**config.mk**
```make
export PLATFORM = sky130hd
export DESIGN_NAME = store_buffer
export DESIGN_NICKNAME = d
export VERILOG_FILES = /design/src/rtl/sb_pkg.sv /design/src/rtl/sb_match.sv /design/src/rtl/store_buffer.sv
export SDC_FILE = /design/constraint.sdc
export NUM_CORES = 1
export LEC_CHECK = 0
export ABC_CLOCK_PERIOD_IN_PS = 5900
export BUFFER_PORTS_ARGS = -buffer_cell sky130_fd_sc_hd__buf_2
export CAP_MARGIN = 10
export CORE_MARGIN = 4
export CORE_UTILIZATION = 30
export CTS_CLUSTER_SIZE = 30
export DETAILED_ROUTE_END_ITERATION = 7
export PLACE_DENSITY_LB_ADDON = 0.05
export REMOVE_ABC_BUFFERS = 1
export SYNTH_ARGS = -nofsm -noshare
export SYNTH_HDL_FRONTEND = slang
export SYNTH_HIERARCHICAL = 1
export SYNTH_SLANG_ARGS = --single-unit
```
**constraint.sdc**
```tcl
create_clock -name clk -period 5.9 [get_ports clk]
set_input_delay 1.18 -clock clk [delete_from_list [all_inputs] [get_ports clk]]
set_output_delay 1.18 -clock clk [all_outputs]
set_load 0.01 [all_outputs]
```
**src/rtl/sb_pkg.sv**
```systemverilog
// Store buffer shared defaults and the buffered-entry record.
package sb_pkg;
    localparam int SB_DEPTH  = 4;
    localparam int SB_ADDR_W = 32;
    localparam int SB_DATA_W = 32;

    typedef struct packed {
        logic                 valid;
        logic [SB_ADDR_W-1:0] address;
        logic [SB_DATA_W-1:0] data;
    } sb_entry_t;
endpackage

```
**src/rtl/sb_match.sv**
```systemverilog
// Youngest-match search over the store buffer: scans from the head (oldest)
// towards the tail so the last matching slot found is the youngest.
module sb_match #(
    parameter int DEPTH  = 4,
    parameter int ADDR_W = 32,
    parameter int PTR_W  = $clog2(DEPTH)
) (
    input  logic [DEPTH-1:0]        valid,
    input  logic [DEPTH*ADDR_W-1:0] addrs,
    input  logic [PTR_W-1:0]        rd_ptr,
    input  logic [ADDR_W-1:0]       query,
    output logic                    hit,
    output logic [PTR_W-1:0]        index
);
    logic [DEPTH-1:0] eq;

    generate
        for (genvar gi = 0; gi < DEPTH; gi++) begin : g_eq
            assign eq[gi] = valid[gi] && (addrs[gi*ADDR_W +: ADDR_W] == query);
        end
    endgenerate

    always_comb begin
        logic [PTR_W-1:0] idx;
        hit   = 1'b0;
        index = rd_ptr;
        idx   = rd_ptr;
        for (int k = 0; k < DEPTH; k++) begin
            idx = rd_ptr + PTR_W'(k);
            if (eq[idx]) begin
                hit   = 1'b1;
                index = idx;
            end
        end
    end
endmodule

```
**src/rtl/store_buffer.sv**
```systemverilog
// Circular store buffer between the pipeline memory stage and data memory.
// Define STORE_FWD_EN to forward buffered store data to matching loads.
module store_buffer
    import sb_pkg::*;
#(
    parameter int DEPTH  = SB_DEPTH,
    parameter int ADDR_W = SB_ADDR_W,
    parameter int DATA_W = SB_DATA_W
) (
    input  logic              clk,
    input  logic              reset,
    input  logic              cpu_read,
    input  logic              cpu_write,
    input  logic [ADDR_W-1:0] cpu_address,
    input  logic [DATA_W-1:0] cpu_write_data,
    output logic [DATA_W-1:0] cpu_read_data,
    output logic              cpu_stall,
    output logic              Mem_read,
    output logic              Mem_write,
    output logic [ADDR_W-1:0] Mem_address,
    output logic [DATA_W-1:0] Write_data,
    input  logic [DATA_W-1:0] Read_Data,
    output logic              sb_empty
);
    localparam int PTR_W = $clog2(DEPTH);
    localparam int CNT_W = $clog2(DEPTH + 1);
`ifdef STORE_FWD_EN
    localparam bit FWD = 1'b1;
`else
    localparam bit FWD = 1'b0;
`endif

    sb_entry_t          entries_reg [DEPTH];
    logic [PTR_W-1:0]   wr_ptr_reg, rd_ptr_reg;
    logic [CNT_W-1:0]   count_reg, count_next;
    logic [DEPTH-1:0]        valid_vec;
    logic [DEPTH*ADDR_W-1:0] addr_flat;
    logic               hit, full, load_stall, stall, accept, drain, mem_rd;
    logic [PTR_W-1:0]   hit_index;
    sb_entry_t          head;

    generate
        for (genvar gi = 0; gi < DEPTH; gi++) begin : g_entry
            assign valid_vec[gi]                   = entries_reg[gi].valid;
            assign addr_flat[gi*ADDR_W +: ADDR_W]  = entries_reg[gi].address;

            always_ff @(posedge clk) begin
                if (reset) begin
                    entries_reg[gi].valid <= 1'b0;
                end else if (accept && wr_ptr_reg == PTR_W'(gi)) begin
                    entries_reg[gi] <= '{valid: 1'b1, address: cpu_address, data: cpu_write_data};
                end else if (drain && rd_ptr_reg == PTR_W'(gi)) begin
                    entries_reg[gi].valid <= 1'b0;
                end
            end
        end
    endgenerate

    sb_match #(.DEPTH(DEPTH), .ADDR_W(ADDR_W), .PTR_W(PTR_W)) u_match (
        .valid  (valid_vec),
        .addrs  (addr_flat),
        .rd_ptr (rd_ptr_reg),
        .query  (cpu_address),
        .hit    (hit),
        .index  (hit_index)
    );

    // Without forwarding, a load hit holds the pipeline while older stores drain.
    assign head       = entries_reg[rd_ptr_reg];
    assign full       = (count_reg == CNT_W'(DEPTH));
    assign load_stall = cpu_read && hit && !FWD;
    assign stall      = (cpu_write && full) || load_stall;
    assign accept     = cpu_write && !stall;
    assign drain      = (count_reg != '0) && ((!cpu_read && !cpu_write) || stall);
    assign mem_rd     = cpu_read && !hit;

    always_comb begin
        count_next = count_reg;
        if (accept)
            count_next = count_reg + 1'b1;
        else if (drain)
            count_next = count_reg - 1'b1;
    end

    always_ff @(posedge clk) begin
        if (reset) begin
            wr_ptr_reg <= '0;
            rd_ptr_reg <= '0;
            count_reg  <= '0;
        end else begin
            if (accept)
                wr_ptr_reg <= wr_ptr_reg + 1'b1;
            if (drain)
                rd_ptr_reg <= rd_ptr_reg + 1'b1;
            count_reg <= count_next;
        end
    end

    // Outputs are forced quiet while reset is held, whatever state the flops hold.
    always_comb begin
        cpu_stall     = 1'b0;
        Mem_read      = 1'b0;
        Mem_write     = 1'b0;
        Mem_address   = '0;
        Write_data    = '0;
        cpu_read_data = '0;
        if (!reset) begin
            cpu_stall = stall;
            Mem_write = drain;
            Mem_read  = mem_rd;
            if (drain) begin
                Mem_address = head.address;
                Write_data  = head.data;
            end else if (mem_rd) begin
                Mem_address = cpu_address;
            end
            if (mem_rd)
                cpu_read_data = Read_Data;
            else if (cpu_read && hit && FWD)
                cpu_read_data = entries_reg[hit_index].data;
        end
    end

    assign sb_empty = reset || (count_reg == '0);
endmodule
```
==> results of run 1 <==
[final cells by class]
cell class | instances | area (µm²) | share of cell area, %
inverter | 7 | 26.3 | 0.174
multi-input combinational | 460 | 4230 | 28.0
tap | 532 | 666 | 4.40
clock buffer | 38 | 802 | 5.31
clock inverter | 19 | 126 | 0.836
sequential | 269 | 8000 | 52.9
timing repair buffer | 222 | 1270 | 8.39
[worst max-delay path by stage]
stage,startpoint,to,cells past startpoint
after floorplan,cpu_address[22],entries_reg[0][0],9
after global placement,cpu_address[9],cpu_read_data[18],11
after detailed placement,cpu_address[4],Mem_address[0],11
after CTS,cpu_address[4],Mem_address[0],11
after global routing,cpu_address[4],Mem_address[0],11
final,cpu_address[31],Mem_address[0],11
[worst max-delay path, delay by kind of cell]
family	cells	cell delay (ns)
xor+xnor	1	0.18
simple gates	6	1.84
buf+inv	2	0.34
compound gates	2	0.69
[power groups by stage]
stage	Combinational, W	Sequential, W	Clock (W)
after floorplan	0.000681	0.00239	0
after global placement	0.00122	0.00234	0
after detailed placement	0.00122	0.00234	0
after CTS	0.00122	0.00230	0.00182
after global routing	0.00129	0.00231	0.00191
final	0.00117	0.00230	0.00176
[per-layer routing]
layer	wire length, µm	up-vias	track usage, %
li1	-	3404	-
met1	16300	3792	21.5
met2	17500	172	26.4
met3	1880	45	3.35
met4	548	8	2.78
met5	47	-	0
[metrics by stage]
stage	power, W	instances	setup slack, ns	utilization [%]	cell area (µm²)
2_1_floorplan	0.00307	736	0.482	-	12200
4_1_cts	0.00535	1547	0.438	37.0	15100
6_report	0.00524	1547	0.477	37.0	15100
3_5_place_dp	0.00356	1490	0.458	34.7	14200
5_1_grt	0.00552	1547	0.303	37.0	15100
3_3_place_gp	0.00356	1490	0.500	34.7	14200
[cells in the final DEF (no fill, tap or decap), types with 15 or more instances in the layout]
cell type  instances
nand2_1           35
a21oi_1           36
xnor2_1           31
buf_4             15
buf_2            199
edfxtp_1         260
clkbuf_16         31
and2_1            68
xor2_1            97
mux4_2            64
nor4_1            23
nand3_1           36
==> results_dict.tcl, run 1 <==
set metrics [dict create \
    status "complete, no violations" \
    final_max_slew_viol_count 0 \
    grt_pass1_wl_um 52500 \
    min_period_ns 5.42 \
    clk_latency_ns 0.57 \
    routedWlPerCell_um 23.4 \
    largest_register_ffs 260 \
    drv_cap 0 \
    die_h_um 211 \
    ys.warnings.count 6 \
    grt_pass1_vias 7845 \
    crit_type "in2out" \
    hpwl_um 23900 \
    slowest_stage "nor4_1" \
    start_util_pct 30.4 \
    vias_per_cell 4.80 \
    cp_common_cell "buf_2" \
    gp_congestion 0.772 \
    rsz0062_at_grt "false" \
    slowest_delay_ns 0.55 \
    post_cts_buffers 0 \
    syn_area_um2 12400 \
    arrival_ns 4.24 \
    end_kind "output pin" \
    max_freq_mhz 184 \
    r2r-start "entries_reg[0][41]" \
    numClockSinks 269 \
    core-area_um2 40800 \
    ios 200 \
    timing.final.crit_share_pct 91.9 \
    reg2reg_depth 11 \
    cts_max_level 1 \
    hold_viol 0 \
    setup_viol 0 \
    grt_antenna_before_repair 4 \
    grt_max_degree 65 \
    die_w_um 211 \
    gr-total-overflow 0 \
    area_growth_pct 21.8 \
    root_buffer "clkbuf_16" \
    max-slew-margin-rel_pct 48.4 \
    nFillCells 3920 \
    wirelength_um 36200 \
    grt_usage_pct 15.7 \
    leakage_nw 5.35 \
    ff2ff_setup_slack_ns 1.64 \
    fin_worst_hold_slack_ns 0.510 \
    die_area_um2 44700 \
    clk_path_buf_depth 3 \
    antenna_left 0 \
    row_count 74 \
    syn_area_per_cell_um2 16.1 \
    tns_ns 0 \
    finClkSkew_ns 0.00803 \
    tightest_slew_ns 0.773 \
    cts_hold_buf 0 \
    worstPathMaxFanout 31 \
    comb_power_share_pct 22.4 \
    seq_power_share_pct 43.9 \
    num_antenna_cells 0 \
    hold_path_class "reg2reg" \
    cts_buffers 31 \
    r2r_end "entries_reg[3][1]" \
    drt_pass1_iterations 4 \
    drc 0 \
    portBuffers 199 \
    min_from "rd_ptr_reg[1]" \
    ir_worst_vdd_v 0.000262 \
    p_sw_w 0.00149 \
    cp-start-kind "primary input" \
    internal_power_w 0.00375 \
    cts_tree "built" \
    power.density_nw_per_um2 346 \
    nets 1100 \
    drive_gt1_share_pct 34.1 \
    required_ns 4.72 \
    clk_pin_slew_ns 0.06 \
    path_cells "buf_2 -> xor2_1 -> nor4_1 -> nand3_1 -> nor3_1 -> or4_1 -> nand2b_1 -> o221a_4 -> nand2_1 -> a21oi_1 -> buf_2" \
    drtIter0Drc 366 \
    cts_resized 0 \
    hold_depth 2 \
    p_sw_share_pct 28.5 \
    vias 7421 \
    postSynthCellCount 773 \
    clockPowerShare_pct 33.7 \
]
Power figures use the tool's default switching activity.
==> run 2: changes to the inputs <==
--- a/config.mk
+++ b/config.mk
@@ -9,12 +9,11 @@
 export BUFFER_PORTS_ARGS = -buffer_cell sky130_fd_sc_hd__buf_2
 export CAP_MARGIN = 10
 export CORE_MARGIN = 4
-export CORE_UTILIZATION = 30
+export CORE_UTILIZATION = 45
 export CTS_CLUSTER_SIZE = 30
 export DETAILED_ROUTE_END_ITERATION = 7
 export PLACE_DENSITY_LB_ADDON = 0.05
 export REMOVE_ABC_BUFFERS = 1
 export SYNTH_ARGS = -nofsm -noshare
 export SYNTH_HDL_FRONTEND = slang
-export SYNTH_HIERARCHICAL = 1
 export SYNTH_SLANG_ARGS = --single-unit
==> results_dict.tcl, run 2 <==
set metrics [dict create \
    status "complete, no violations" \
    grt_pass1_wl_um 45800 \
    die_area_um2 30800 \
    cts_hold_buf 0 \
    arrival_ns 4.11 \
    ios 200 \
    tightest_slew_ns 1.07 \
    max-slew-margin-rel_pct 28.9 \
    nets 1113 \
    worstPathMaxFanout 24 \
    ys_seq_area_share_pct 63.3 \
    start_util_pct 45.5 \
    gp_congestion 0.804 \
    row_count 61 \
    hold_viol 0 \
    die_w_um 175 \
    antenna_left 0 \
    drt_pass1_iterations 7 \
    yosysTopAreaCell "edfxtp_1" \
    cts_resized 0 \
    synth.top_cells.by_count "edfxtp_1, mux4_2, xor2_1" \
    required_ns 4.72 \
    min_period_ns 5.29 \
    clk_path_buf_depth 3 \
    drive_gt1_share_pct 32.1 \
    syn_area_per_cell_um2 15.3 \
    tns_ns 0 \
    rsz0062_at_grt "false" \
    vias 7420 \
    clk_latency_ns 0.56 \
    routedWlPerCell_um 21.5 \
    end_kind "output pin" \
    grt_max_degree 65 \
    postSynthCellCount 825 \
    leakage_nw 5.19 \
    setup_viol 0 \
    ys.flop_type "edfxtp_1" \
    drv_cap 0 \
    largest_register_ffs 260 \
    syn_area_um2 12600 \
    synth_top_area_share_pct 61.9 \
    finClkSkew_ns 0.0129 \
    layout_commonest_cell "edfxtp_1" \
    grt_usage_pct 19.4 \
    layout_common_cells "edfxtp_1, buf_2, mux4_2, xor2_1, xnor2_1" \
    core-area_um2 27700 \
    cts_tree "built" \
    power.density_nw_per_um2 363 \
    numClockSinks 269 \
    utilization_pct 53.4 \
    drc 0 \
    cts_buffers 29 \
    clk_pin_slew_ns 0.06 \
    synth_edf_count 260 \
    ir_worst_vdd_v 0.000321 \
    synth-seq-cells 269 \
    synthArstFlopShare_pct 0 \
    synth.most_common_cell "edfxtp_1" \
    grt_pass1_vias 7572 \
    crit_type "in2out" \
    drtIter0Drc 456 \
    timing.final.crit_share_pct 89.7 \
    yosys-top-cells-area "edfxtp_1, mux4_2, xor2_1" \
    grt_antenna_before_repair 3 \
    max_freq_mhz 189 \
    vias_per_cell 5.29 \
    hpwl_um 19800 \
    final_max_slew_viol_count 0 \
    root_buffer "clkbuf_16" \
    post_cts_buffers 0 \
    area_growth_pct 17.3 \
    die_h_um 175 \
    cts_max_level 1 \
    wirelength_um 30100 \
    nFillCells 2401 \
    ys.warnings.count 0 \
    portBuffers 199 \
    hold_path_class "reg2reg" \
    gr-total-overflow 0 \
    ys_types 43 \
    num_antenna_cells 0 \
    cp-start-kind "primary input" \
]
==> run 2: worst paths after layout <==
check | slack (ns) | cells past startpoint | end | startpoint
setup / recovery | 0.61 | 11 | Mem_address[31] | cpu_address[27]
hold / removal | 0.52 | 2 | register | rd_ptr_reg[1]
setup reg to reg | 2.31 | 13 | count_reg[2] | entries_reg[3][59]
hold reg to reg | 0.52 | 2 | register | rd_ptr_reg[1]
==> run 2: area by class of cell <==
| cell class | count | area [µm²] | share of cell area [%] |
|---|---|---|---|
| Timing Repair Buffer | 217 | 1160 | 7.82 |
| Sequential cell | 269 | 8000 | 54.1 |
| Tap cell | 378 | 473 | 3.20 |
| Clock inverter | 8 | 76.3 | 0.516 |
| Clock buffer | 43 | 778 | 5.26 |
| Multi-Input combinational cell | 469 | 4240 | 28.7 |
| Inverter | 18 | 67.6 | 0.457 |
==> run 2: cells by family after synthesis <==
family          count (synthesis)  share of synthesized area, %
compound gates                 57                          3.00
xor+xnor                      122                          8.47
fa+ha+maj                       9                         0.953
buf+inv                        87                          3.42
flops                         269                          63.3
mux                            66                          11.6
simple gates                  215                          9.23
==> run 2: worst max-delay path, stage by stage <==
cell and delay (ns):
buf_2 0.17, xor2_1 0.19, nor4_1 0.59, nand4_1 0.20
or3_4 0.44, nand4_4 0.20, o221a_4 0.48, buf_4 0.26
nand2_1 0.09, a21oi_1 0.13, buf_2 0.16
==> run 2: metrics by stage <==
stage / setup WS (ns) / hold slack, ns / power [W] / area, µm² / cells
finish: 0.607 / 0.521 / 0.00536 / 14800 / 1402
global route: 0.425 / 0.554 / 0.00564 / 14800 / 1402
CTS: 0.560 / 0.531 / 0.00545 / 14800 / 1402
detailed placement: 0.556 / 0.509 / 0.00378 / 13900 / 1351
global placement: 0.506 / 0.502 / 0.00377 / 13900 / 1351
floorplan: 0.0713 / 0.476 / 0.00330 / 12200 / 756
==> run 2: report_power, final <==
group          switching, W  internal, W  total [W]
Sequential         0.000187      0.00224    0.00243
Clock              0.000712     0.000952    0.00166
Combinational      0.000634     0.000634    0.00127
==> run 2: metal layers <==
metal / routed length, µm / GRT usage [%]
met5: 34 / 0
met1: 13000 / 27.0
met3: 1850 / 3.85
met4: 767 / 4.94
met2: 14400 / 31.5
